==> config.mk <==
export PLATFORM = sky130hd
export DESIGN_NAME = cmt_prf_release_module
export DESIGN_NICKNAME = d
export VERILOG_FILES = /design/src/rtl/cmt_prf_release_module.sv
export SDC_FILE = /design/constraint.sdc
export NUM_CORES = 1
export LEC_CHECK = 0
export BUFFER_PORTS_ARGS = -buffer_cell sky130_fd_sc_hd__buf_2
export CAP_MARGIN = 20
export CORE_MARGIN = 4
export CORE_UTILIZATION = 45
export CTS_BUF_LIST = sky130_fd_sc_hd__clkbuf_2
export DETAILED_ROUTE_END_ITERATION = 8
export SLEW_MARGIN = 20
export SYNTH_ARGS = -nofsm -noshare
export SYNTH_HDL_FRONTEND = slang
export SYNTH_SLANG_ARGS = --single-unit
export TNS_END_PERCENT = 100
==> constraint.sdc <==
create_clock -name clk -period 5.85 [get_ports clk]
set_input_delay 0.8775 -clock clk [delete_from_list [all_inputs] [get_ports clk]]
set_output_delay 0.8775 -clock clk [all_outputs]
set_load 0.02 [all_outputs]
==> src/rtl/cmt_prf_release_module.sv <==
// -----------------------------------------------------------------------------
// cmt_prf_release_module
//
// Commit-side release buffer. Retire hands over up to four old physical
// register codes per cycle. The buffer drops code 0, packs the remaining codes
// in order into a circular FIFO, and presents up to four of them per cycle to
// the rename free list through a registered output stage.
//
// Handshake semantics (one place, applies to every port below):
//   - Release side: a lane is offered when i_rel_vld_k=1. The whole group is
//     accepted only if o_rel_rdy=1 in that cycle. o_rel_rdy depends only on
//     registered occupancy. It is high when at least four slots are free.
//     A group offered while o_rel_rdy=0 is dropped and sets the sticky
//     o_rel_ovf flag.
//   - Free-list side: lanes with o_rel_wren_k=1 are presented to the free list.
//     They are taken in any cycle with i_rel_hold=0. While i_rel_hold=1 the
//     stage keeps its value, and nothing leaves the FIFO.
//
// Ports:
//   clk, rst                     clock, synchronous active-high reset
//   i_rel_vld_0..3               release lane valid
//   i_rel_prf_code_0..3          released old PRF code per lane
//   o_rel_rdy                    room for a full 4-lane release
//   i_rel_hold                   free list stalled, presented writes not taken
//   o_rel_wren_0..3              free-list write enables (lowest lanes first)
//   o_rel_prf_code_0..3          free-list write codes (0 on idle lanes)
//   o_rel_idle                   FIFO and output stage both empty
//   o_rel_ovf                    sticky: release arrived while not ready
// -----------------------------------------------------------------------------
`ifndef PRF_CODE_WIDTH
`define PRF_CODE_WIDTH 7
`endif

module cmt_prf_release_module #(
    parameter int FIFO_DEPTH = 16,
    parameter int PTR_W      = 4
) (
    input  logic                       clk,
    input  logic                       rst,
    input  logic                       i_rel_vld_0,
    input  logic                       i_rel_vld_1,
    input  logic                       i_rel_vld_2,
    input  logic                       i_rel_vld_3,
    input  logic [`PRF_CODE_WIDTH-1:0] i_rel_prf_code_0,
    input  logic [`PRF_CODE_WIDTH-1:0] i_rel_prf_code_1,
    input  logic [`PRF_CODE_WIDTH-1:0] i_rel_prf_code_2,
    input  logic [`PRF_CODE_WIDTH-1:0] i_rel_prf_code_3,
    output logic                       o_rel_rdy,
    input  logic                       i_rel_hold,
    output logic                       o_rel_wren_0,
    output logic                       o_rel_wren_1,
    output logic                       o_rel_wren_2,
    output logic                       o_rel_wren_3,
    output logic [`PRF_CODE_WIDTH-1:0] o_rel_prf_code_0,
    output logic [`PRF_CODE_WIDTH-1:0] o_rel_prf_code_1,
    output logic [`PRF_CODE_WIDTH-1:0] o_rel_prf_code_2,
    output logic [`PRF_CODE_WIDTH-1:0] o_rel_prf_code_3,
    output logic                       o_rel_idle,
    output logic                       o_rel_ovf
);

    localparam int CW = `PRF_CODE_WIDTH;
    localparam logic [PTR_W:0] RDY_MAX = (PTR_W+1)'(FIFO_DEPTH - 4);

    // Storage and pointers
    logic [CW-1:0]    mem [FIFO_DEPTH];
    logic [PTR_W-1:0] wptr;
    logic [PTR_W-1:0] rptr;
    logic [PTR_W:0]   count;
    logic [PTR_W:0]   count_nxt;

    // Output stage
    logic [3:0]       wren_q;
    logic [CW-1:0]    code_q   [4];
    logic [3:0]       wren_nxt;
    logic [CW-1:0]    code_nxt [4];
    logic             ovf_q;

    // Lane vectors
    logic [3:0]       rel_vld;
    logic [CW-1:0]    rel_code [4];
    logic [3:0]       qual;
    logic [2:0]       off      [4];
    logic [2:0]       qual_cnt;
    logic [2:0]       enq_cnt;
    logic [PTR_W-1:0] wr_idx   [4];

    logic             rel_rdy;
    logic             ovf_evt;
    logic             stage_free;
    logic [2:0]       avail_n;
    logic [2:0]       deq_cnt;

    assign rel_vld     = {i_rel_vld_3, i_rel_vld_2, i_rel_vld_1, i_rel_vld_0};
    assign rel_code[0] = i_rel_prf_code_0;
    assign rel_code[1] = i_rel_prf_code_1;
    assign rel_code[2] = i_rel_prf_code_2;
    assign rel_code[3] = i_rel_prf_code_3;

    // Ready looks only at registered occupancy, so there is no path from the inputs.
    assign rel_rdy = (count <= RDY_MAX);
    assign ovf_evt = (|rel_vld) & ~rel_rdy;

    // Compaction. Each qualifying lane goes to slot wptr + (number of
    // qualifying lanes below it), so the group stays in order across the wrap.
    always_comb begin
        qual_cnt = 3'd0;
        for (int k = 0; k < 4; k++) begin
            qual[k]   = rel_vld[k] && (rel_code[k] != '0);
            off[k]    = qual_cnt;
            wr_idx[k] = wptr + PTR_W'(qual_cnt);
            if (qual[k]) begin
                qual_cnt = qual_cnt + 3'd1;
            end
        end
        enq_cnt = rel_rdy ? qual_cnt : 3'd0;
    end

    // Dequeue into the stage. Reads use the registered count, so entries
    // written this cycle are not visible until the next one.
    assign stage_free = ~(|wren_q) | ~i_rel_hold;
    assign avail_n    = (count >= (PTR_W+1)'(4)) ? 3'd4 : count[2:0];
    assign deq_cnt    = stage_free ? avail_n : 3'd0;

    always_comb begin
        wren_nxt = wren_q;
        for (int j = 0; j < 4; j++) begin
            code_nxt[j] = code_q[j];
        end
        if (stage_free) begin
            for (int j = 0; j < 4; j++) begin
                wren_nxt[j] = (3'(j) < avail_n);
                code_nxt[j] = (3'(j) < avail_n) ? mem[rptr + PTR_W'(j)] : '0;
            end
        end
    end

    assign count_nxt = count + (PTR_W+1)'(enq_cnt) - (PTR_W+1)'(deq_cnt);

    // FIFO storage is not reset. Entries are only meaningful below count.
    always_ff @(posedge clk) begin
        if (rel_rdy) begin
            for (int k = 0; k < 4; k++) begin
                if (qual[k]) begin
                    mem[wr_idx[k]] <= rel_code[k];
                end
            end
        end
    end

    always_ff @(posedge clk) begin
        if (rst) begin
            wptr   <= '0;
            rptr   <= '0;
            count  <= '0;
            wren_q <= '0;
            ovf_q  <= 1'b0;
            for (int j = 0; j < 4; j++) begin
                code_q[j] <= '0;
            end
        end else begin
            wptr   <= wptr + PTR_W'(enq_cnt);
            rptr   <= rptr + PTR_W'(deq_cnt);
            count  <= count_nxt;
            wren_q <= wren_nxt;
            if (ovf_evt) begin
                ovf_q <= 1'b1;
            end
            for (int j = 0; j < 4; j++) begin
                code_q[j] <= code_nxt[j];
            end
        end
    end

    assign o_rel_rdy        = rel_rdy;
    assign o_rel_idle       = (count == '0) & ~(|wren_q);
    assign o_rel_ovf        = ovf_q;
    assign o_rel_wren_0     = wren_q[0];
    assign o_rel_wren_1     = wren_q[1];
    assign o_rel_wren_2     = wren_q[2];
    assign o_rel_wren_3     = wren_q[3];
    assign o_rel_prf_code_0 = code_q[0];
    assign o_rel_prf_code_1 = code_q[1];
    assign o_rel_prf_code_2 = code_q[2];
    assign o_rel_prf_code_3 = code_q[3];

endmodule

* Word level (Yosys, flattened, before mapping) *
Memory sizes are Yosys's and may differ from the RTL's. A register that Yosys moved wholly into a read port is not among the register bits.
Index checks and enable logic that the tools add are counted.

cells by class
  shift operators = 0
  reduce and logical (&&, ||, !) cells = 11
  bitwise logic cells = 10
  equality and inequality tests = 0
  div/mod/pow operators = 0
  $add $sub $neg = 13
  muxes and demuxes = 32
  $lt $le $gt $ge = 6
  multiply operators = 0

operator list
  kind                                                        count
  2-to-1 mux 7 bit                                            8
  2-to-1 mux 28 bit                                           1
  nonzero test 7 bit                                          4
  adder 4 x 3 -> 4 bit                                        5
  2-to-1 mux 3 bit                                            6
  2-to-1 mux 1 bit                                            16
  adder 3 x 1 -> 3 bit (second input constant)                3
  adder 4 x 2 -> 4 bit (second input constant)                2
  OR reduction 4 bit                                          2
  less-than comparator 1 x 3 -> 1 bit (first input constant)  2
  less-than comparator 2 x 3 -> 1 bit (first input constant)  2
  adder 5 x 3 -> 5 bit                                        1
  >= comparator 5 x 3 -> 1 bit (second input constant)        1
  <= comparator 5 x 4 -> 1 bit (second input constant)        1
  logical NOT 5 bit                                           1
  bitwise OR 1 bit                                            5
  subtractor 5 x 3 -> 5 bit                                   1
  adder 4 x 1 -> 4 bit (second input constant)                1
  logical AND 1 bit                                           4
  2-to-1 mux 4 bit                                            1
  inverter 1 bit                                              3
  bitwise AND 1 bit                                           2

word-level totals
  latch bits = 0
  memory bits (writable) = 140
  bits of input ports = 35
  flip-flop bits (word level) = 18
  output and inout bits = 35
  memories = 2
  ROM bits = 0
  logic and storage cells = 79

memories
  name    words  width  rd ports  clocked after memory_dff  write ports  line  RTL
  mem     16     7      4         1                         4            66    logic [CW-1:0] mem [FIFO_DEPTH];
  code_q  4      7      4         0                         4            74    logic [CW-1:0] code_q [4];

* Logic depth before layout (Yosys ltp) *
Gate-level depths: netlist of run 1.

  depth after elaboration = 12
  mapped depth = 18
  mapped depth without buffers = 17

* Worst setup path before layout of run 1 *
OpenSTA, ideal clock, no wires.

  kind = input to register
  from = in i_rel_prf_code_0[3]
  to = mem mem[4][5] (netlist name), data pin
  data arrival time = 4.613 ns
  cell stages on the path = 12
  library setup time = 0.169 ns
  required time = 5.681 ns
  path slack = 1.067 ns
  buffers on the path = 2
  path through = clkbuf_1 > or4_1 > o41a_1 > ha_1 > ha_1 > inv_1 > fa_1 > clkbuf_1 > or3_1 > a2111oi_1 > a221oi_1 > o31ai_1

RTL lines
  item         line  RTL
  from (decl)  44    input logic [`PRF_CODE_WIDTH-1:0] i_rel_prf_code_0,
  to (decl)    66

==> results_dict.tcl, run 1 <==
set metrics [dict create \
    routed_wl_microns 52700 \
    tightest_slew_ns 1.03 \
    drt_iter0_drc 1905 \
    critPathKind "input pin to register" \
    syn_area_sq_mm 0.0139 \
    dp_cells 1759 \
    fin_tns_setup_ns 0 \
    placed_area_sq_mm 0.0147 \
    timing.final.crit_share_pct 77.6 \
    dp_hpwl_microns 38900 \
    end_kind "register" \
    crit_required_ns 6.35 \
    ys_seq_elements 158 \
    gr-max-usage-layer "met2" \
    grt_pass1_wl_microns 77700 \
    fin_cells 1793 \
    cts_resized 0 \
    area_delta_synth_final_pct 7.41 \
    netlist.area_leader.share_pct 24.1 \
    die_y_microns 184 \
    fin_area_sq_mm 0.0150 \
    rows 64 \
    synthCells 1382 \
    yosys.area.top_type "edfxtp_1" \
    crit_path_start_kind "input pin" \
    nets 1452 \
    cts_buffers 17 \
    fillCellCount 2880 \
    regArea_sq_mm 0.00429 \
    routed-via-count 13100 \
    grt_use_total_pct 30.7 \
    multiInputGateArea_sq_mm 0.00892 \
    use_met2_pct 45.6 \
    ir_drop_uv 378 \
    yosysWarnings 0 \
    grt_overflow_total 0 \
    cts.sinks 158 \
    hold_buffers 0 \
    ys.flop_type "edfxtp_1" \
    synthTopCellsByArea "edfxtp_1 24%, mux4_2 20%, a221oi_1 7.0%" \
    fmax_mhz 220 \
    antenna_found_initial 1 \
    setup_viol 0 \
    hp-class "input pin to register" \
    cts_buffer_depth 2 \
    met1_usage_pct 43.4 \
    start_util_pct 45.6 \
    synth.distinct_cells 57 \
    grt_pass1_vias 11900 \
    portBuffers 69 \
    drc_errors 0 \
    fin_crit_ns 4.54 \
    dieArea_sq_mm 0.0339 \
    drt_pass1_iterations 6 \
    seq_area_frac_synth_pct 30.7 \
    drive_gt1_share_pct 23.2 \
    cts_tree "built" \
    pin_count 70 \
    crit_fanout 17 \
    viasPerCell 7.33 \
    gp_congestion 0.968 \
    ant_nets 0 \
    clk_latency_ns 0.86 \
    root_buffer "clkbuf_2" \
    drv_cap 0 \
    status "finished, final reports clean" \
    syn-num-nets 1451 \
    rsz0062_at_grt "no" \
    grt_max_degree 63 \
    p_leak_nw 4.99 \
    avgSynthCellArea_sq_um 10.1 \
    clock_skew_ns 0.0694 \
    hold_viol 0 \
    post-cts-setup-buffers 0 \
    power_density_mw_per_mm2 460 \
    final_max_slew_viol_count 0 \
    grt_use_met3_pct 6.75 \
    synthArstFlopShare_pct 0 \
    htreeDepth 4 \
    critPathArrivalTime_ns 5.04 \
    clkTransAtPathRegs_ns 0.25 \
    core_region_area_sq_mm 0.0306 \
    wl_per_cell_microns 29.4 \
    die_width_microns 184 \
    synth_edf_count 112 \
    max-slew-margin-rel_pct 30.6 \
]
-- layer usage --
layer	routed length [microns]	part of all wire, %
met3	6620	13
met5	0	0
met4	2700	5.1
met1	20500	39
met2	22900	44
-- state kept, by name, summed over array words and instances (netlist names) --
signal	count
rptr	4
count	5
wren_q	4
o_rel_ovf	1
wptr	4
mem	112
code_q	28
-- cell families after synthesis --
| family | count (synthesis) | synth area share, % |
|---|---|---|
| AND/OR/NAND/NOR | 473 | 16.7 |
| adder cells (fa/ha/maj) | 34 | 3.43 |
| XOR/XNOR | 19 | 1.19 |
| flip-flops | 158 | 30.7 |
| AO/OA/AOI/OAI | 357 | 20.8 |
| multiplexers | 140 | 21.4 |
| buffers and inverters | 201 | 5.78 |
-- where the power goes --
part	switching, W	total, W	internal, W	leakage [nW]
sequential	0.000375	0.00199	0.00162	1.40
combinational	0.00258	0.00431	0.00173	3.46
clock	0.000461	0.000585	0.000124	0.133
total	0.00342	0.00689	0.00347	4.99
-- metrics by stage --
step / utilization [%] / setup WS (ns) / hold WS, ns / total power [W]
after detailed placement: 48.2 / 0.557 / 0.438 / 0.00622
after floorplan: - / 1.07 / 0.536 / 0.00483
after global routing: 48.9 / 1.26 / 0.252 / 0.00726
final: 48.9 / 1.31 / 0.300 / 0.00689
after CTS: 48.8 / 1.47 / 0.233 / 0.00679
after global placement: 48.1 / 0.598 / 0.432 / 0.00617
-- worst max-delay path: stages --
cell and delay [ns]:
buf_2 0.24, or4_1 0.46, o41a_1 0.38, ha_1 0.35
ha_1 0.19, inv_1 0.06, fa_1 0.59, or3b_2 0.52
mux2i_1 0.45, o2111ai_1 0.46, nand3_1 0.44
-- Yosys cell counts, types with 11 or more instances --
| cell type | instances |
|---|---|
| a2111oi_1 | 16 |
| a221oi_1 | 112 |
| o2111ai_1 | 16 |
| buf_2 | 26 |
| nand2_1 | 85 |
| a21oi_1 | 12 |
| o21a_1 | 16 |
| nand3b_1 | 16 |
| mux4_2 | 126 |
| edfxtp_1 | 112 |
| o21ai_0 | 16 |
| nand3_1 | 152 |
| inv_1 | 47 |
| mux2i_1 | 12 |
| clkbuf_1 | 108 |
| ha_1 | 27 |
| o31ai_1 | 113 |
| buf_1 | 17 |
| nor2_1 | 137 |
| dfxtp_1 | 46 |
| xor2_1 | 11 |
| and2_1 | 33 |
| a32o_1 | 14 |
| a22oi_1 | 12 |
-- cell type report --
| type | instances | share of cell area, % |
|---|---|---|
| Clock buffer | 18 | 0.602 |
| Sequential cell | 158 | 28.6 |
| Inverter | 47 | 1.18 |
| Multi-Input combinational cell | 1023 | 59.6 |
| Timing Repair Buffer | 136 | 5.97 |
| Tap cell | 396 | 3.31 |
| Antenna cell | 1 | 0.0167 |
| Clock inverter | 14 | 0.710 |
-- worst paths after layout --
check | from | end | slack [ns] | cells after the start
hold / removal | i_rel_hold | wren_q[0] | 0.30 | 3
setup / recovery | i_rel_prf_code_0[0] | mem[11][1] | 1.31 | 11
hold reg to reg | code_q[0][0] | code_q[0][0] | 0.47 | 2
setup reg to reg | count[4] | count[3] | 1.96 | 14
-- layout by cell type, fill, tap and decap left out, types with 8 or more instances in the layout --
cell,instances
o21ai_0,16
a21oi_1,12
nand3b_1,16
dfxtp_1,44
mux4_2,126
buf_2,69
a22oi_1,12
buf_4,63
a32o_1,14
nand2_1,85
nor2b_1,8
nor2_1,136
and2_1,33
inv_1,47
edfxtp_1,112
o21a_1,16
a221oi_1,112
o211ai_1,8
mux2i_1,8
o31ai_1,113
ha_1,26
a2111oi_1,16
clkbuf_2,18
o2111ai_1,16
nand3_1,152
xor2_1,8
Power figures use the tool's default switching activity.
==> inputs of run 2 (changes only) <==
- ABC_AREA: unset -> 1
- clock period: 5.85 -> 4.7 ns (I/O delays scaled with it)
==> results_dict.tcl, run 2 <==
set metrics [dict create \
    grt_overflow_total 0 \
    synthArstFlopShare_pct 0 \
    routed-via-count 17100 \
    clock_skew_ns 0.0953 \
    critical_path.max_stage_delay_ns 0.52 \
    post-place-ws_ns 0.142 \
    cts_buffers 17 \
    end_kind "register" \
    clk_latency_ns 0.86 \
    syn-num-nets 2533 \
    cp_slowest_cell "fa_1" \
    yosysWarnings 0 \
    power.internal_w 0.00385 \
    synthTopCellsByArea "nand2_1 23%, edfxtp_1 22%, nand3_1 21%" \
    start_util_pct 45.5 \
    fmax_mhz 269 \
    crit_start "i_rel_prf_code_0[3]" \
    p_leak_nw 7.68 \
    drt_pass1_iterations 6 \
    crit_path_start_kind "input pin" \
    cts.sinks 158 \
    rsz0062_at_grt "no" \
    crit_chain "buf_2, nor2_1, nand2_1, o21ai_0, clkinv_1, ha_1, nand3_1, nand2_1, inv_1, ha_1, or2_2, o21ai_0, nor2_1, inv_1, fa_1, fa_1, o31ai_1, or2_2, a21oi_1" \
    avgSynthCellArea_sq_um 6.18 \
    rows 67 \
    regArea_sq_mm 0.00429 \
    seqPwrFrac_pct 26.2 \
    power_density_mw_per_mm2 562 \
    r2r_start "rptr[1]" \
    seq_area_frac_synth_pct 28.2 \
    ys_top_cells_by_count "928 x nand2_1, 651 x nand3_1, 230 x inv_1" \
    cts_buffer_depth 2 \
    p_clk_share_pct 8.1 \
    dp_hpwl_microns 44100 \
    synth.distinct_cells 38 \
    fillCellCount 3501 \
    hold_path_depth 3 \
    hold_buffers 0 \
    status "finished, final reports clean" \
    ys_seq_elements 158 \
    r2r_end "code_q[2][6]" \
    grt_max_degree 81 \
    drc_errors 0 \
    setup_ws_ns 0.984 \
    final_max_slew_viol_count 0 \
    combPwrFrac_pct 65.7 \
    p_sw_w 0.00520 \
    fin_tns_setup_ns 0 \
    largest_register_ffs 112 \
    grt_use_total_pct 33.4 \
    hold_viol 0 \
    nets 2521 \
    antenna_found_initial 1 \
    root_buffer "clkbuf_2" \
    timing.final.crit_share_pct 79.1 \
    die_width_microns 192 \
    drt_iter0_drc 2396 \
    multiInputGateArea_sq_mm 0.00937 \
    final_cell_mix "928 x nand2_1, 651 x nand3_1, 228 x inv_1" \
    mostFrequentLayoutCell "nand2_1" \
    max-slew-margin-rel_pct 34.8 \
    fin_crit_ns 3.72 \
    regToRegSetupSlack_ns 1.21 \
    ant_nets 0 \
    netlist.area_leader.share_pct 22.9 \
    routed_wl_microns 61800 \
    cts_resized 0 \
    core_region_area_sq_mm 0.0334 \
    hp-class "input pin to register" \
    wl_per_cell_microns 21.2 \
    crit_fanout 4 \
    tightest_slew_ns 0.978 \
    syn_area_sq_mm 0.0152 \
    die_y_microns 192 \
    cts_tree "built" \
    setup_viol 0 \
    clkTransAtPathRegs_ns 0.25 \
    ir_drop_uv 346 \
    portBuffers 69 \
    grt_pass1_vias 15100 \
    drv_cap 0 \
    crit_required_ns 5.38 \
    critPathArrivalTime_ns 4.40 \
    viasPerCell 5.85 \
    ys.flop_type "edfxtp_1" \
    synthCells 2464 \
    post-cts-setup-buffers 0 \
    htreeDepth 4 \
    r2r_cells 7 \
    critPathKind "input pin to register" \
    dieArea_sq_mm 0.0368 \
    crit_path_end "count[4]" \
    area_delta_synth_final_pct 5.71 \
    gp_congestion 0.988 \
    pin_count 70 \
    swShare_pct 57.5 \
    drive_gt1_share_pct 10.7 \
    synth_most_common_cell "nand2_1" \
    yosys.area.top_type "nand2_1" \
    synth_edf_count 112 \
    grt_pass1_wl_microns 93300 \
]
-- run 2: per-stage QoR --
step	std cells	total power (W)	hold slack, ns	cell area, sq um	utilization (%)
5_1_grt	2914	0.00970	0.0879	16100	48.1
2_1_floorplan	2464	0.00634	0.526	15200	-
3_5_place_dp	2881	0.00817	0.451	15900	47.5
6_report	2914	0.00905	0.161	16100	48.1
3_3_place_gp	2881	0.00808	0.434	15900	47.5
4_1_cts	2913	0.00889	0.0968	16100	48.1
-- run 2: cell type report --
| cell class | count | area share [%] |
|---|---|---|
| diodes | 1 | 0.0156 |
| clock buffers | 18 | 0.560 |
| clock inverters | 14 | 0.754 |
| inverters | 250 | 5.83 |
| multi-input cells | 1910 | 58.2 |
| flip-flops and latches | 158 | 26.7 |
| well taps | 448 | 3.48 |
| repair buffers | 115 | 4.45 |
-- run 2: logic make-up (layout without fill, tap and decap cells) --
| kind of cell | count (synthesis) | after routing | synth area share (%) |
|---|---|---|---|
| flip-flops | 158 | 158 | 28.2 |
| XOR/XNOR | 9 | 9 | 0.666 |
| AND/OR/NAND/NOR | 1762 | 1762 | 53.4 |
| AO/OA/AOI/OAI | 105 | 105 | 4.25 |
| buffers and inverters | 396 | 397 | 10.4 |
| other | 0 | 1 | 0 |
| adder cells (fa/ha/maj) | 34 | 34 | 3.14 |
-- run 2: worst min path at each step --
| stage | start | endpoint | slack [ns] |
|---|---|---|---|
| 4_1_cts | i_rel_hold | wren_q[0] | 0.1 |
| 3_3_place_gp | o_rel_ovf | o_rel_ovf | 0.43 |
| 5_1_grt | i_rel_hold | wren_q[0] | 0.09 |
| 2_1_floorplan | o_rel_ovf | o_rel_ovf | 0.53 |
| 6_report | i_rel_hold | wren_q[0] | 0.16 |
| 3_5_place_dp | o_rel_ovf | o_rel_ovf | 0.45 |
-- run 2: critical path: cells and delay by family --
| family | cells | cell delay [ns] |
|---|---|---|
| buffers and inverters | 4 | 0.43 |
| AOI/OAI and AO/OA | 4 | 0.64 |
| and+or+nand+nor | 7 | 0.99 |
| adders and majority gates | 4 | 1.61 |
-- run 2: per-layer routing --
layer	GRT usage (%)	vias up	wire [microns]
met5	0	-	0
met4	16.0	0	3420
met3	6.72	209	6400
met2	49.4	1072	25800
met1	46.7	7712	26100
li1	-	8065	-
-- run 2: power by group through the flow --
stage | combinational [W] | sequential, W | clock (W)
6_report | 0.00594 | 0.00237 | 0.000734
5_1_grt | 0.00647 | 0.00241 | 0.000821
4_1_cts | 0.00579 | 0.00236 | 0.000748
3_5_place_dp | 0.00577 | 0.00239 | 0
3_3_place_gp | 0.00570 | 0.00238 | 0
2_1_floorplan | 0.00396 | 0.00237 | 0
